**src/rtl/mux_rr_arbiter_pkg.sv**
```systemverilog
`default_nettype none
// ============================================================================
// Module   : mux_rr_arbiter_pkg
// Brief    : Shared state encoding, select constants and grant helper for the
//            two-source packet-locked round-robin arbiter.
// Revision : 1.0 - initial release
// ============================================================================
package mux_rr_arbiter_pkg;

    // Arbiter FSM states; explicit 2-bit encoding shared with debug tooling
    typedef enum logic [1:0] {
        IDLE    = 2'd0,
        GRANT_A = 2'd1,
        GRANT_B = 2'd2
    } state_t;

    // Mux select values driven onto sel
    localparam logic c_sel_a = 1'b0;
    localparam logic c_sel_b = 1'b1;

    // Grant decision taken in IDLE: a lone requester wins, ties go to prio
    function automatic state_t pick_grant(input logic a_req,
                                          input logic b_req,
                                          input logic prio);
        if (a_req && (!b_req || !prio)) begin
            return GRANT_A;
        end else if (b_req) begin
            return GRANT_B;
        end else begin
            return IDLE;
        end
    endfunction

endpackage
`default_nettype wire

```
**src/rtl/mux_rr_arbiter_if.sv**
```systemverilog
`default_nettype none
// ============================================================================
// Module   : mux_rr_arbiter_if
// Brief    : Bundle of the two source streams, the mux select and the output
//            stream of the round-robin arbiter.
// Revision : 1.0 - initial release
// ============================================================================
interface mux_rr_arbiter_if #(
    parameter int DATA_W = 8
);
    logic              a_valid;
    logic [DATA_W-1:0] a_data;
    logic              a_last;
    logic              a_ready;

    logic              b_valid;
    logic [DATA_W-1:0] b_data;
    logic              b_last;
    logic              b_ready;

    logic              sel;

    logic              y_valid;
    logic [DATA_W-1:0] y_data;
    logic              y_last;
    logic              y_ready;

    // Environment side: sources and downstream sink
    modport master (
        output a_valid, a_data, a_last,
        input  a_ready,
        output b_valid, b_data, b_last,
        input  b_ready,
        input  sel,
        input  y_valid, y_data, y_last,
        output y_ready
    );

    // Arbiter side
    modport slave (
        input  a_valid, a_data, a_last,
        output a_ready,
        input  b_valid, b_data, b_last,
        output b_ready,
        output sel,
        output y_valid, y_data, y_last,
        input  y_ready
    );

endinterface
`default_nettype wire

```
**src/rtl/mux_rr_arbiter_out_reg_stage.sv**
```systemverilog
`default_nettype none
// ============================================================================
// Module   : out_reg_stage
// Brief    : Single-entry valid/ready output register. Exposes o_load, the
//            condition under which a new beat may be written this cycle.
// Revision : 1.0 - initial release
// ============================================================================
module out_reg_stage #(
    parameter int WIDTH = 9
) (
    input  wire logic             clk,
    input  wire logic             rst,
    input  wire logic             i_load_en,   // beat accepted upstream
    input  wire logic [WIDTH-1:0] i_data,
    input  wire logic             i_out_ready,
    output logic                  o_load,
    output logic                  o_valid,
    output logic [WIDTH-1:0]      o_data
);

    logic             r_valid;
    logic [WIDTH-1:0] r_data;

    // Free slot when empty or when the current beat leaves this cycle
    assign o_load  = !r_valid || i_out_ready;
    assign o_valid = r_valid;
    assign o_data  = r_data;

    // Capture accepted beats; drain valid when the sink takes the beat
    always_ff @(posedge clk) begin
        if (rst) begin
            r_valid <= 1'b0;
            r_data  <= '0;
        end else if (i_load_en) begin
            r_valid <= 1'b1;
            r_data  <= i_data;
        end else if (i_out_ready) begin
            r_valid <= 1'b0;
        end
    end

endmodule
`default_nettype wire

```
**src/rtl/mux_rr_arbiter.sv**
```systemverilog
`default_nettype none
// ============================================================================
// Module   : mux_rr_arbiter
// Brief    : Two-source packet-locked round-robin arbiter in front of a 2:1
//            mux. A grant lasts a whole packet; sel only changes on the
//            IDLE -> GRANT edge, so the mux never switches mid-packet.
// Revision : 1.0 - initial release
// ============================================================================
module mux_rr_arbiter
    import mux_rr_arbiter_pkg::*;
#(
    parameter int DATA_W = 8
) (
    input  wire logic clk,
    input  wire logic rst,
    mux_rr_arbiter_if.slave bus
);

    state_t            r_state;
    state_t            w_state_next;
    logic              r_prio;        // 0 favours A on a tie
    logic              w_prio_next;
    logic              r_sel;
    logic              w_sel_next;

    logic              w_load;
    logic              w_a_ready;
    logic              w_b_ready;
    logic              w_accept;
    logic              w_mux_valid;
    logic              w_mux_last;
    logic [DATA_W-1:0] w_mux_data;
    logic              w_y_valid;
    logic [DATA_W:0]   w_y_payload;   // {last, data}

    // The 2:1 mux proper, select bit fanned out across the payload
    generate
        for (genvar i = 0; i < DATA_W; i++) begin : g_mux
            assign w_mux_data[i] = (r_sel == c_sel_b) ? bus.b_data[i] : bus.a_data[i];
        end
    endgenerate

    assign w_mux_valid = (r_sel == c_sel_b) ? bus.b_valid : bus.a_valid;
    assign w_mux_last  = (r_sel == c_sel_b) ? bus.b_last  : bus.a_last;

    // Readies only open for the granted source and only when the output slot is free
    assign w_a_ready = (r_state == GRANT_A) && w_load;
    assign w_b_ready = (r_state == GRANT_B) && w_load;
    assign w_accept  = w_mux_valid && (w_a_ready || w_b_ready);

    assign bus.a_ready = w_a_ready;
    assign bus.b_ready = w_b_ready;
    assign bus.sel     = r_sel;
    assign bus.y_valid = w_y_valid;
    assign bus.y_last  = w_y_payload[DATA_W];
    assign bus.y_data  = w_y_payload[DATA_W-1:0];

    out_reg_stage #(
        .WIDTH (DATA_W + 1)
    ) u_out_reg_stage (
        .clk         (clk),
        .rst         (rst),
        .i_load_en   (w_accept),
        .i_data      ({w_mux_last, w_mux_data}),
        .i_out_ready (bus.y_ready),
        .o_load      (w_load),
        .o_valid     (w_y_valid),
        .o_data      (w_y_payload)
    );

    // Next-state: arbitrate in IDLE, release the grant on an accepted last beat
    always_comb begin
        w_state_next = r_state;
        w_prio_next  = r_prio;
        w_sel_next   = r_sel;
        case (r_state)
            IDLE: begin
                w_state_next = pick_grant(bus.a_valid, bus.b_valid, r_prio);
                if (w_state_next == GRANT_A) begin
                    w_sel_next = c_sel_a;
                end else if (w_state_next == GRANT_B) begin
                    w_sel_next = c_sel_b;
                end
            end
            GRANT_A: begin
                if (w_accept && w_mux_last) begin
                    w_state_next = IDLE;
                    w_prio_next  = 1'b1;
                end
            end
            GRANT_B: begin
                if (w_accept && w_mux_last) begin
                    w_state_next = IDLE;
                    w_prio_next  = 1'b0;
                end
            end
            default: begin
                w_state_next = IDLE;
            end
        endcase
    end

    // State, priority and select registers
    always_ff @(posedge clk) begin
        if (rst) begin
            r_state <= IDLE;
            r_prio  <= 1'b0;
            r_sel   <= c_sel_a;
        end else begin
            r_state <= w_state_next;
            r_prio  <= w_prio_next;
            r_sel   <= w_sel_next;
        end
    end

endmodule
`default_nettype wire

```
**src/flat_wrapper.sv**
```systemverilog
// flat-port wrapper written by rule: the top's interface ports become plain ports
module mux_rr_arbiter_flat import mux_rr_arbiter_pkg::*;
#(
    parameter int DATA_W = 8
)
  (clk, rst, bus_a_valid, bus_a_data, bus_a_last, bus_a_ready, bus_b_valid, bus_b_data, bus_b_last, bus_b_ready, bus_sel, bus_y_valid, bus_y_data, bus_y_last, bus_y_ready);
  mux_rr_arbiter_if #(.DATA_W(DATA_W)) bus_i ();
  input  wire logic clk;
  input  wire logic rst;
  input wire logic [$bits(bus_i.a_valid)-1:0] bus_a_valid;
  input wire logic [$bits(bus_i.a_data)-1:0] bus_a_data;
  input wire logic [$bits(bus_i.a_last)-1:0] bus_a_last;
  output wire logic [$bits(bus_i.a_ready)-1:0] bus_a_ready;
  input wire logic [$bits(bus_i.b_valid)-1:0] bus_b_valid;
  input wire logic [$bits(bus_i.b_data)-1:0] bus_b_data;
  input wire logic [$bits(bus_i.b_last)-1:0] bus_b_last;
  output wire logic [$bits(bus_i.b_ready)-1:0] bus_b_ready;
  output wire logic [$bits(bus_i.sel)-1:0] bus_sel;
  output wire logic [$bits(bus_i.y_valid)-1:0] bus_y_valid;
  output wire logic [$bits(bus_i.y_data)-1:0] bus_y_data;
  output wire logic [$bits(bus_i.y_last)-1:0] bus_y_last;
  input wire logic [$bits(bus_i.y_ready)-1:0] bus_y_ready;
  assign bus_i.a_valid = bus_a_valid;
  assign bus_i.a_data = bus_a_data;
  assign bus_i.a_last = bus_a_last;
  assign bus_a_ready = bus_i.a_ready;
  assign bus_i.b_valid = bus_b_valid;
  assign bus_i.b_data = bus_b_data;
  assign bus_i.b_last = bus_b_last;
  assign bus_b_ready = bus_i.b_ready;
  assign bus_sel = bus_i.sel;
  assign bus_y_valid = bus_i.y_valid;
  assign bus_y_data = bus_i.y_data;
  assign bus_y_last = bus_i.y_last;
  assign bus_i.y_ready = bus_y_ready;
  mux_rr_arbiter #(.DATA_W(DATA_W)) u_core (.clk(clk), .rst(rst), .bus(bus_i));
endmodule
```
**config.mk**
```make
export PLATFORM = sky130hd
export DESIGN_NAME = mux_rr_arbiter_flat
export DESIGN_NICKNAME = d
export VERILOG_FILES = /design/src/rtl/mux_rr_arbiter_pkg.sv /design/src/rtl/mux_rr_arbiter_if.sv /design/src/rtl/mux_rr_arbiter_out_reg_stage.sv /design/src/rtl/mux_rr_arbiter.sv /design/src/flat_wrapper.sv
export SDC_FILE = /design/constraint.sdc
export NUM_CORES = 1
export LEC_CHECK = 0
export ABC_CLOCK_PERIOD_IN_PS = 2000
export CORE_MARGIN = 2
export CORE_UTILIZATION = 34
export CTS_CLUSTER_SIZE = 8
export DETAILED_ROUTE_END_ITERATION = 8
export GPL_TIMING_DRIVEN = 0
export PLACE_DENSITY = 0.69
export SYNTH_ARGS = -nofsm -noshare
export SYNTH_HDL_FRONTEND = slang
export SYNTH_HIERARCHICAL = 1
export SYNTH_SLANG_ARGS = --single-unit
```
**constraint.sdc**
```tcl
create_clock -name clk -period 2 [get_ports clk]
set_clock_uncertainty 0.2 [all_clocks]
set_input_delay 0.4 -clock clk [delete_from_list [all_inputs] [get_ports clk]]
set_output_delay 0.4 -clock clk [all_outputs]
set_load 0.02 [all_outputs]
```
==> impl_metrics.toml <==
[power_and_ir_drop]
p_clk_share_pct = 16.4
power.switching_uw = 312
p_per_area_mw_per_mm2 = 801
p_sw_share_pct = 33.1
ir_worst_vdd_v = 0.000397
comb_power_share_pct = 46.4
p_int_uw = 629
power_uw = 940
leakage_uw = 0.000435
seq_power_share_pct = 37.2

[hold_path]
min_to = "u_core/u_out_reg_stage/o_data[1]"
min_from = "u_core/u_out_reg_stage/o_data[1]"
hold_path_class = "reg -> reg"
min_path_cells = 2

[placement]
dpl.hpwl_um = 1220
gp_congestion = 0.801
numPortBuffers = 35
placed_cells = 138
pre_cts_slack_ps = -328

[setup_path]
start_kind = "input port"
worstReg2RegEnd = "u_core/u_out_reg_stage/o_data[4]"
worst_setup_path_end_kind = "output port"
path_class = "in -> out"
critPathMaxFanout = 4
r2r_start = "u_core/r_state[1]"
arrival_ps = 1340
r2r_cells = 7
rrSetupSlack_ps = 280
required_ps = 1400

[synth]
synth_cell_types = 22
yosysSeqAreaShare_pct = 36.8
ys_warn_count = 6
synth_cells = 75
mappedNetlistArea_um2 = 761
synth_area_per_cell_um2 = 10.1
syn_nets = 101
ys_ff_latch = 14

[die]
die_h_um = 51.3
die_width_um = 51.3
rows = 17
core_mm2 = 0.00217
pin_count = 36
start_util_pct = 35.1
die_area_mm2 = 0.00263

[cts]
clkSinkCount = 14
clk_path_buf_depth = 2
clock_latency_ps = 270
clk_pin_slew_ps = 80
hold_buffers = 0
htreeDepth = 1
cts_tree = "built"
post_cts_buffers = 0
cts_buffers = 3
root_buffer = "clkbuf_4"

[sta]
period_minus_slack_ps = 1940
setup_viol = 0
maxSlewViolCount = 0
fin_crit_sh_pct = 96.8
finalHoldViolCount = 0
tightest_slew_ps = 237
max-slew-margin-rel_pct = 84.1
grt_setup_unrepaired = "false"
layout_setup_ws_ps = 63.1
finalSetupTns_ps = 0
fmax_mhz = 516

[routing]
ant_nets = 0
routed_wl_um = 1620
drt-wirelength-per-cell_um = 11.5
viasPerCell = 4.66
drt_first_pass_iters = 4
via_count = 657
drc = 0
drtIter0Drc = 6

[global_routing]
antenna_found_initial = 0
track_usage_pct = 13.8
grt_pass1_wl_um = 2760
grt_pass1_vias = 630
grt_max_degree = 11
grt-ovfl-total = 0

[finish]
antenna_cells = 0
drive_gt1_share_pct = 18.6
synthToLayoutAreaGrowth_pct = 54.3
finalCoreUtilization_pct = 54.1
fillers = 208
fin_nets = 141
finalNonFillerCells = 141

[job]
cap_violations = 0

[run_status]
status = "finished, final reports clean"
==> cells in the mapped netlist <==
cell type	instances	area, um2
nand2_1	2	7.51
ha_1	3	37.5
nor2b_1	1	6.26
mux2_2	9	101
mux2_4	1	15.0
a211o_1	1	8.76
nand2b_1	4	25.0
and2_1	3	18.8
nand4_1	1	6.26
inv_1	5	18.8
o21a_1	1	7.51
buf_6	2	22.5
dfxtp_1	14	280
nor2_1	9	33.8
a311oi_1	1	8.76
a31oi_2	1	12.5
a41o_1	1	10.0
nand4b_1	1	8.76
mux2i_1	11	110
clkbuf_2	1	5.00
a31oi_1	1	6.26
a21oi_1	2	10.0
==> placed cells by master (no fill, tap or decap) <==
cell type / instances
ha_1: 3
o21a_1: 1
nand4b_1: 1
a31oi_1: 1
dfxtp_2: 1
clkbuf_2: 1
mux2_2: 9
nor2_1: 9
nand2_1: 2
clkdlybuf4s50_1: 33
inv_1: 5
nor2b_1: 1
a41o_1: 1
a211o_1: 1
a311oi_1: 1
mux2_4: 1
clkbuf_4: 3
and2_1: 3
nand2b_1: 3
buf_6: 2
mux2i_1: 11
a31oi_2: 1
dfxtp_1: 13
nand4_1: 1
buf_2: 1
clkdlybuf4s15_2: 1
a21oi_1: 2
nand2b_4: 1
==> layout make-up <==
cell class                      count  area (um2)  area share [%]
Buffer                              3        27.5            2.35
Clock buffer                        3        22.5            1.92
Inverter                            5        18.8            1.60
Multi-Input combinational cell     53         442            37.6
Sequential cell                    14         282            24.0
Tap cell                           28        35.0            2.99
Timing Repair Buffer               35         347            29.5
==> flip-flops by register name (all words and copies together) (netlist names) <==
| signal | count |
|---|---|
| u_core/u_out_reg_stage/o_data | 9 |
| u_core/r_state | 2 |
| u_core/bus.sel | 1 |
| u_core/r_prio | 1 |
| u_core/u_out_reg_stage/o_valid | 1 |
==> how the worst max path moves through the flow <==
stage                         startpoint                                to  cells past startpoint
after floorplan           u_core/bus.sel  u_core/u_out_reg_stage/o_data[0]                      6
after global placement       bus_y_ready                       bus_a_ready                      4
after detailed placement     bus_y_ready                       bus_a_ready                      4
after CTS                    bus_y_ready                       bus_a_ready                      4
after global routing         bus_y_ready                       bus_b_ready                      4
final                        bus_y_ready                       bus_b_ready                      4
==> cell families after synthesis <==
| kind of cell | after synthesis | synth area share, % |
|---|---|---|
| adders and majority gates | 3 | 4.93 |
| DFF | 14 | 36.8 |
| muxes | 21 | 29.8 |
| and+or+nand+nor | 21 | 14.0 |
| AOI/OAI and AO/OA | 8 | 8.39 |
| buffers and inverters | 8 | 6.08 |
==> what timing repair did <==
action                                  CTS  global route
resized for setup                         6             3
endpoints found under the setup margin    2             2
pin swaps                                 0             0
==> layer usage <==
layer / GRT usage, % / part of all wire [%] / vias up
met2: 24.0 / 49 / 23
met1: 16.3 / 43 / 295
met3: 5.26 / 8.2 / 0
li1: - / - / 339
met5: 0 / 0 / -
met4: 2.63 / 0 / 0
==> through the flow <==
stage	instance area, um2	hold slack (ps)
finish	1170	297
global route	1170	335
CTS	1170	306
detailed placement	1150	282
global placement	1150	270
floorplan	761	268
==> power groups by stage <==
stage	registers [uW]	logic [uW]	clock network [uW]
after floorplan	386	253	0
final	350	437	154
after global placement	353	435	0
after detailed placement	353	442	0
after global routing	356	477	177
after CTS	348	443	162
==> critical path, cell delays in order <==
cell and delay (ps):
clkdlybuf4s50_1 450, nand2b_4 120, and2_1 110, clkdlybuf4s15_2 250
Note: power is estimated with default switching activity, not from simulation.
